File: config.mk
export PLATFORM = sky130hd
export DESIGN_NAME = inst_queue
export DESIGN_NICKNAME = d
export VERILOG_FILES = /design/src/rtl/inst_queue.sv
export SDC_FILE = /design/constraint.sdc
export NUM_CORES = 1
export LEC_CHECK = 0
export ABC_AREA = 1
export CAP_MARGIN = 20
export CORE_MARGIN = 3
export CORE_UTILIZATION = 50
export CTS_CLUSTER_SIZE = 10
export DETAILED_ROUTE_END_ITERATION = 8
export PLACE_DENSITY = 0.67
export SYNTH_ARGS = -nofsm -noshare
export SYNTH_HDL_FRONTEND = slang
export SYNTH_SLANG_ARGS = --single-unit
File: constraint.sdc
create_clock -name clk -period 13.9 [get_ports clk]
set_input_delay 2.78 -clock clk [delete_from_list [all_inputs] [get_ports clk]]
set_output_delay 2.78 -clock clk [all_outputs]
set_load 0.005 [all_outputs]
File: src/rtl/inst_queue.sv
// Instruction queue between fetch and decode: circular FIFO of {pc, inst}
// pairs with first-word-fall-through head, flush on redirect, early full.
module inst_queue #(
  parameter int DEPTH  = 16,
  parameter int ADDR_W = 4
) (
  input  logic              clk,
  input  logic              rst,
  input  logic              rdy,
  input  logic              flush_i,
  input  logic              we_i,
  input  logic [31:0]       inst_i,
  input  logic [31:0]       pc_i,
  output logic              full_o,
  input  logic              re_i,
  output logic              valid_o,
  output logic [31:0]       inst_o,
  output logic [31:0]       pc_o,
  output logic [ADDR_W:0]   count_o
);

  localparam logic [ADDR_W:0] CNT_MAX = (ADDR_W+1)'(DEPTH);
  localparam logic [ADDR_W:0] CNT_HI  = (ADDR_W+1)'(DEPTH - 1);

  logic [63:0]       mem [DEPTH];
  logic [ADDR_W-1:0] head;
  logic [ADDR_W-1:0] tail;
  logic [ADDR_W:0]   count;
  logic              push;
  logic              pop;

  // Handshake: a pop happens when re_i is high and valid_o is high; a push
  // happens when we_i is high and there is room (or a pop frees a slot).
  // Both only count while rdy is high and flush_i is low. full_o is raised
  // at DEPTH-1 because fetch commits to a write one cycle after sampling it.
  assign valid_o        = (count != '0);
  assign {pc_o, inst_o} = mem[head];
  assign full_o         = (count >= CNT_HI);
  assign count_o        = count;

  assign pop  = rdy && !flush_i && re_i && valid_o;
  assign push = rdy && !flush_i && we_i && ((count < CNT_MAX) || pop);

  always_ff @(posedge clk) begin
    if (rst) begin
      head  <= '0;
      tail  <= '0;
      count <= '0;
    end else if (rdy) begin
      if (flush_i) begin
        head  <= '0;
        tail  <= '0;
        count <= '0;
      end else begin
        if (push) tail <= tail + 1'b1;
        if (pop)  head <= head + 1'b1;
        case ({push, pop})
          2'b10:   count <= count + 1'b1;
          2'b01:   count <= count - 1'b1;
          default: count <= count;
        endcase
      end
    end
  end

  // Storage needs no reset; entries are only observed while valid.
  always_ff @(posedge clk) begin
    if (push) mem[tail] <= {pc_i, inst_i};
  end

endmodule
== After elaboration in Yosys (flattened, before gate mapping) ==
Memories as Yosys holds them, arrays and structs flattened. A register that Yosys moved wholly into a read port is not among the register bits.
Cells that the tools add are included.
W data, S select, Z words.

* Input bits: 70
* Bits in writable memories: 1024
* Register bits: 13
* Output and inout bits: 71
* Word-level logic and storage cells: 36
* Memories kept: 1

* Add/subtract/negate cells: 4
* Multiplexer cells: 10
* Eq/ne operators: 2
* Reduce and logical (&&, ||, !) cells: 14
* $lt $le $gt $ge: 2

{| class="wikitable"
|+ Memory list
! memory !! words !! bits a word !! read ports !! clocked after memory_dff !! write ports !! line !! source
|-
| mem || 16 || 64 || 1 || 1 || 1 || 25 || <nowiki>logic [63:0] mem [DEPTH];</nowiki>
|}

{| class="wikitable"
|+ Operators by type and width
! kind !! count
|-
| $mux W4 || 6
|-
| $pmux W5 S2 || 1
|-
| $add A4 B1 Y4 const B || 2
|-
| $reduce_and A2 Y1 || 3
|-
| $add A5 B1 Y5 const B || 1
|-
| $ge A5 B4 Y1 const B || 1
|-
| $logic_and A1 B1 Y1 || 5
|-
| $lt A5 B5 Y1 const B || 1
|-
| $mux W5 || 1
|-
| $reduce_bool A5 Y1 || 1
|-
| $sub A5 B1 Y5 const B || 1
|-
| $reduce_bool A2 Y1 || 2
|-
| $reduce_bool A3 Y1 || 1
|-
| $eq A2 B1 Y1 const B || 1
|-
| $eq A2 B2 Y1 const B || 1
|-
| $mux W1 || 2
|-
| $logic_not A1 Y1 || 1
|-
| $logic_or A1 B1 Y1 || 1
|}

== Depth between registers and ports, before layout ==
Gate-level depths: netlist (run 1).

* Depth after elaboration: 9
* Mapped depth: 14
* Mapped depth without buffers: 14

== Worst setup path before layout (run 1) ==
No wires, ideal clock.

* Kind: input port to flip-flop
* From: in rdy
* To: mem mem[0][0], enable pin
* Cell stages on the path: 6
* Buffers on the path: 0
* Required time: 13.414 ns
* Path slack: 7.452 ns
* Arrival: 5.962 ns
* Library setup time: 0.486 ns
* Cells stage by stage: inv_1 -> nor2_1 -> nand3_2 -> inv_4 -> nand2_1 -> nor2_1

* Cells in the longest elaborated chain, start to end: 7
* Elaborated cells between the ends (all ways): 8
* Those cells by class: mux: 2; reduce/logical: 6

{| class="wikitable"
|+ Ends and longest elaborated chain
! what !! line !! source
|-
| from (decl) || 9 || <nowiki>input logic rdy,</nowiki>
|-
| $logic_and A1 B1 Y1 (*) || 41, 42 ||
|-
| $logic_and A1 B1 Y1 (2 in series) || 41 || <nowiki>assign pop = rdy && !flush_i && re_i && valid_o;</nowiki>
|-
| $logic_or A1 B1 Y1 || 42 || <nowiki>assign push = rdy && !flush_i && we_i && ((count < CNT_MAX) || pop);</nowiki>
|-
| $logic_and A1 B1 Y1 (*) || 42 ||
|-
| $mux W1 (*) || 68 || <nowiki>if (push) mem[tail] <= {pc_i, inst_i};</nowiki>
|-
| $mux W1 (implied by the code) (*) || 68 ||
|-
| to (decl) || 25 ||
|}

Mark *: on every way between the ends. The rest lies on a longest branch, timed or not.

==> reports/metrics.yaml, run 1 <==
routing:
  drtPass1Iterations: 6
  drt_wl_total_mm: 96.9
  vias: 23554
  viasPerCell: 5.81
  post_drt_wl_per_cell_um: 23.9
  first_iter_violations: 2339
  postRouteAntennaNets: 0
  drc: 0
power_and_ir_drop:
  sw_frac_of_total: 0.196
  p_sw_w: 0.00122
  p_int_w: 0.00502
  power.density_nw_per_um2: 133
  ir_drop_v: 0.000104
  clock_power_share: 0.423
  p_leak_nw: 15.0
  power_frac_seq: 0.554
  p_comb_frac: 0.022
global_routing:
  grt_max_degree: 210
  grt_usage: 0.223
  grt_pass1_wl_mm: 146
  grt_antenna_before_repair: 9
  first_global_vias: 23544
  gr-total-overflow: 0
sta:
  worst_pin_slew_ns: 1.34
  finalSetupViolations: 0
  clock_skew_ns: 0.0343
  max_freq_ghz: 0.134
  finalCritPeriodShare: 0.536
  rsz0062_at_grt: "no"
  finalWorstSetupSlack_ns: 6.45
  tns_ns: 0
  slew_headroom: 0.104
  drv_slew: 0
  period_needed_ns: 7.45
  hold_viol_final: 0
setup_path:
  crit_fanout: 209
  slowest_stage: "dfxtp_4"
  timing.rr.end: "mem[9][43]"
  timing.critical_path.arrival_ns: 4.67
  reg2reg_depth: 6
  path_class: "register to output port"
  timing.rr.start: "count_o[4]"
  reg2reg_slack_ns: 10.68
  cpMostUsedCell: "o211ai_1"
  crit_path_end_kind: "output port"
  path_cells: "buf_12, buf_4, mux2i_1, o211ai_1, o211ai_1, nand2_1, clkdlybuf4s50_1"
  crit_buf_inv: 3
  startpoint_type: "register"
  cp_top_family: "buffers and inverters"
  crit_required_ns: 11.12
  slowest_delay_ns: 0.93
die:
  rows: 105
  ioPinCount: 141
  dieArea_um2: 87000
  core_um2: 82400
  start_util: 0.507
  die_y_um: 295
  die_w_um: 295
final_layout:
  drive_gt1_frac: 0.0705
  multi_input_comb_area_um2: 8680
  fillCellCount: 6169
  final_common_cell: "edfxtp_1"
  seq_area_um2: 31100
  postLayoutCellArea_um2: 47100
  final_cell_mix: "edfxtp_1 (1024), inv_1 (271), a21oi_1 (265)"
  instances_no_fill: 4051
  nets: 3023
  area_delta_synth_final_pct: 12.9
cts:
  cts_tree: "yes"
  clockBufferDepth: 3
  cts.sinks: 1041
  clkLatencyLatePin_ns: 0.69
  cts_root_buf: "clkbuf_16"
  hold_buffers: 0
  cts_setup_buffers: 0
  htree_levels: 3
  cts_resized: 0
  cts_buffers: 115
  clk_pin_slew_worst_paths_ns: 0.05
yosys:
  synth.avg_cell_area_um2: 14.7
  yosysSeqAreaShare: 0.745
  synth.area.top_cells: "edfxtp_1 (74%), mux2i_1 (6.1%), o211ai_1 (4.6%)"
  yosys_warnings: 0
  synth_cell_types: 34
  syn_nets: 2907
  synth_seq_cells: 1041
  synth_top_area_share: 0.737
  synth_area_um2: 41700
  synth_top_area_cell: "edfxtp_1"
  synth_cells: 2830
hold_path:
  hold_depth: 2
  worst_hold_path_type: "register to register"
  hp-start: "head[3]"
place:
  dp_hpwl_mm: 46.6
  pre_cts_ws_ns: 7.01
  dp_cells: 3898
  port_buffers: 140
  gp_congestion: 0.776
  post_dp_cell_area_um2: 43900
run_status:
  status: "finished, final reports clean"
flow_run:
  drv_cap: 0
-- power by group through the flow --
stage	Combinational, W	Sequential [W]	Clock, W
6_report	0.000139	0.00346	0.00264
5_1_grt	0.000153	0.00346	0.00282
4_1_cts	0.000140	0.00346	0.00269
3_5_place_dp	0.000139	0.00352	0
3_3_place_gp	0.000134	0.00352	0
2_1_floorplan	0.0000562	0.00352	0
-- synthesized netlist by cell type, drive strengths merged --
library cell / n
edfxtp: 1024
o21ai: 318
inv: 278
a21oi: 269
mux2i: 256
o211ai: 256
nand2: 98
buf: 92
clkbuf: 92
nand3: 80
nor2: 27
dfxtp: 17
ha: 7
nand4: 6
xor2: 4
nor3: 2
or2: 2
a211oi: 1
and3: 1
-- layer usage --
layer  vias to the layer above  track usage  share of wire
met1                     11841        0.300           0.41
li1                      10842            -              -
met2                       730        0.376           0.50
met4                        12       0.0578          0.017
met5                         -            0        0.00088
met3                       129       0.0430          0.069
-- kinds of logic after synthesis --
family | after synthesis | synth area share
compound gates | 844 | 0.117
flops | 1041 | 0.745
simple gates | 216 | 0.0237
fa+ha+maj | 7 | 0.00210
xor+xnor | 4 | 0.000839
buf+inv | 462 | 0.0499
mux | 256 | 0.0614
-- per-stage QoR --
step,hold slack (ns),power (W),util
5_1_grt,0.521,0.00643,0.572
6_report,0.501,0.00624,0.572
3_3_place_gp,0.502,0.00366,0.533
4_1_cts,0.518,0.00629,0.571
3_5_place_dp,0.508,0.00366,0.533
2_1_floorplan,0.453,0.00358,-
-- registers in the layout (all words and copies together), names as in the netlist, named ones only --
signal   flops
mem       1024
count_o      5
head         4
tail         4
-- worst max-delay path by stage --
stage | to | depth (start not counted)
2_1_floorplan | mem[0][0] | 6
3_3_place_gp | inst_o[31] | 7
3_5_place_dp | inst_o[31] | 7
4_1_cts | inst_o[31] | 7
5_1_grt | inst_o[31] | 8
6_report | inst_o[31] | 7
-- worst reg2reg max path, delay by kind of cell, from the launching register on --
kind	cells	cell delay, ns
flip-flops	1	0.37
AND/OR/NAND/NOR	4	1.34
buffers and inverters	2	1.09
-- final cells by class --
class                           instances  share of cell area
Clock inverter                         10             0.00385
Antenna cell                            4            0.000212
Inverter                              278              0.0224
Clock buffer                          138              0.0634
Timing Repair Buffer                  183              0.0373
Tap cell                             1070              0.0284
Sequential cell                      1041               0.660
Multi-Input combinational cell       1327               0.184
Note: power is estimated with default switching activity, not from simulation.
==> run 2, diff against run 1 <==
==> constraint.sdc (replaced) <==
create_clock -name clk -period 7.5 [get_ports clk]
set_input_delay 1.5 -clock clk [delete_from_list [all_inputs] [get_ports clk]]
set_output_delay 1.5 -clock clk [all_outputs]
set_load 0.005 [all_outputs]
==> reports/metrics.yaml, run 2 (synthesis results as in run 1) <==
run_status:
  status: "finished, final reports clean"
sta:
  drv_slew: 0
  finalCritPeriodShare: 0.766
  slew_headroom: 0.256
  max_freq_ghz: 0.174
  finalWorstSetupSlack_ns: 1.76
  period_needed_ns: 5.74
  rsz0062_at_grt: "no"
  worst_pin_slew_ns: 1.11
  tns_ns: 0
  finalSetupViolations: 0
  hold_viol_final: 0
  clock_skew_ns: 0.0210
cts:
  cts_resized: 0
  clkLatencyLatePin_ns: 0.67
  hold_buffers: 0
  clk_pin_slew_worst_paths_ns: 0.05
  cts_buffers: 115
  cts.sinks: 1041
  cts_setup_buffers: 0
  htree_levels: 3
  cts_tree: "yes"
  clockBufferDepth: 3
  cts_root_buf: "clkbuf_16"
setup_path:
  crit_path_end_kind: "output port"
  timing.rr.start: "count_o[4]"
  startpoint_type: "register"
  path_class: "register to output port"
  timing.critical_path.arrival_ns: 4.24
  crit_fanout: 50
  crit_required_ns: 6.00
routing:
  first_iter_violations: 2512
  drt_wl_total_mm: 98.9
  drtPass1Iterations: 5
  vias: 23933
  postRouteAntennaNets: 0
  drc: 0
  post_drt_wl_per_cell_um: 24.4
  viasPerCell: 5.89
global_routing:
  gr-total-overflow: 0
  grt_pass1_wl_mm: 147
  first_global_vias: 23613
  grt_max_degree: 180
  grt_antenna_before_repair: 7
  grt_usage: 0.226
final_layout:
  nets: 3029
  seq_area_um2: 31100
  fillCellCount: 6288
  largest_reg_flops: 1024
  multi_input_comb_area_um2: 8680
  drive_gt1_frac: 0.0723
  final_common_cell: "edfxtp_1"
  final_cell_mix: "edfxtp_1 (1024), inv_1 (271), a21oi_1 (265)"
  area_delta_synth_final_pct: 13.2
  regMostFlops: "mem"
power_and_ir_drop:
  power_frac_seq: 0.554
  ir_drop_v: 0.000178
  sw_frac_of_total: 0.193
  p_comb_frac: 0.022
  p_sw_w: 0.00224
  p_int_w: 0.00935
  power.density_nw_per_um2: 245
  clock_power_share: 0.424
  p_leak_nw: 15.1
hold_path:
  hp-start: "head[3]"
  worst_hold_path_type: "register to register"
place:
  port_buffers: 140
  dp_hpwl_mm: 48.8
  gp_congestion: 0.774
  pre_cts_ws_ns: 2.39
die:
  dieArea_um2: 87000
  rows: 105
  die_w_um: 295
  ioPinCount: 141
  die_y_um: 295
  start_util: 0.507
  core_um2: 82400
flow_run:
  drv_cap: 0
## run 2: cell count changes in the layout (fill, tap and decap cells not counted), moves of 2 or more
| cell | delta |
|---|---|
| clkbuf_16 | +2 |
| clkinv_16 | -3 |
| buf_12 | +7 |
| clkbuf_1 | +7 |
## run 2: cell type report
cell class / count / area share
Clock inverter: 7 / 0.00212
Multi-Input combinational cell: 1327 / 0.184
Sequential cell: 1041 / 0.658
Clock buffer: 147 / 0.0648
Inverter: 278 / 0.0224
Antenna cell: 3 / 0.000159
Tap cell: 1070 / 0.0283
Timing Repair Buffer: 189 / 0.0400
## run 2: power groups by stage
stage	clock network (W)	logic [W]	registers (W)
2_1_floorplan	0	0.000104	0.00653
3_3_place_gp	0	0.000252	0.00653
3_5_place_dp	0	0.000260	0.00653
4_1_cts	0.00500	0.000261	0.00641
5_1_grt	0.00524	0.000285	0.00641
6_report	0.00491	0.000260	0.00641
## run 2: final timing paths
check / cells past startpoint / slack (ns) / to
worst max-delay path: 6 / 1.76 / inst_o[14]
worst min-delay path: 2 / 0.48 / register
worst max register to register: 7 / 4.54 / mem[15][29]
worst min register to register: 2 / 0.48 / register
## run 2: worst max-delay path, cell delays in order, from the launching register on
cell	delay, ns
dfxtp_4	0.76
clkinv_2	1.02
buf_4	0.69
o211ai_1	0.19
nand3_1	0.10
nand2_1	0.22
clkdlybuf4s50_1	0.54
## run 2: metrics by stage
| step | hold WS, ns | power, W | cell area, um^2 | std cells | utilization |
|---|---|---|---|---|---|
| after floorplan | 0.453 | 0.00664 | 41700 | 2830 | - |
| after global placement | 0.464 | 0.00678 | 44000 | 3904 | 0.535 |
| after detailed placement | 0.480 | 0.00679 | 44000 | 3904 | 0.535 |
| after CTS | 0.492 | 0.0117 | 47200 | 4058 | 0.573 |
| after global routing | 0.511 | 0.0119 | 47200 | 4059 | 0.573 |
| final | 0.482 | 0.0116 | 47200 | 4062 | 0.573 |
## run 2: metal layers
metal  global-route usage  vias up  routed length, um
met5                    0        -                 38
met4               0.0674        6               2250
met3               0.0371      156               7080
met2                0.364      899              46900
met1                0.320    12008              42700
li1                     -    10864                  -
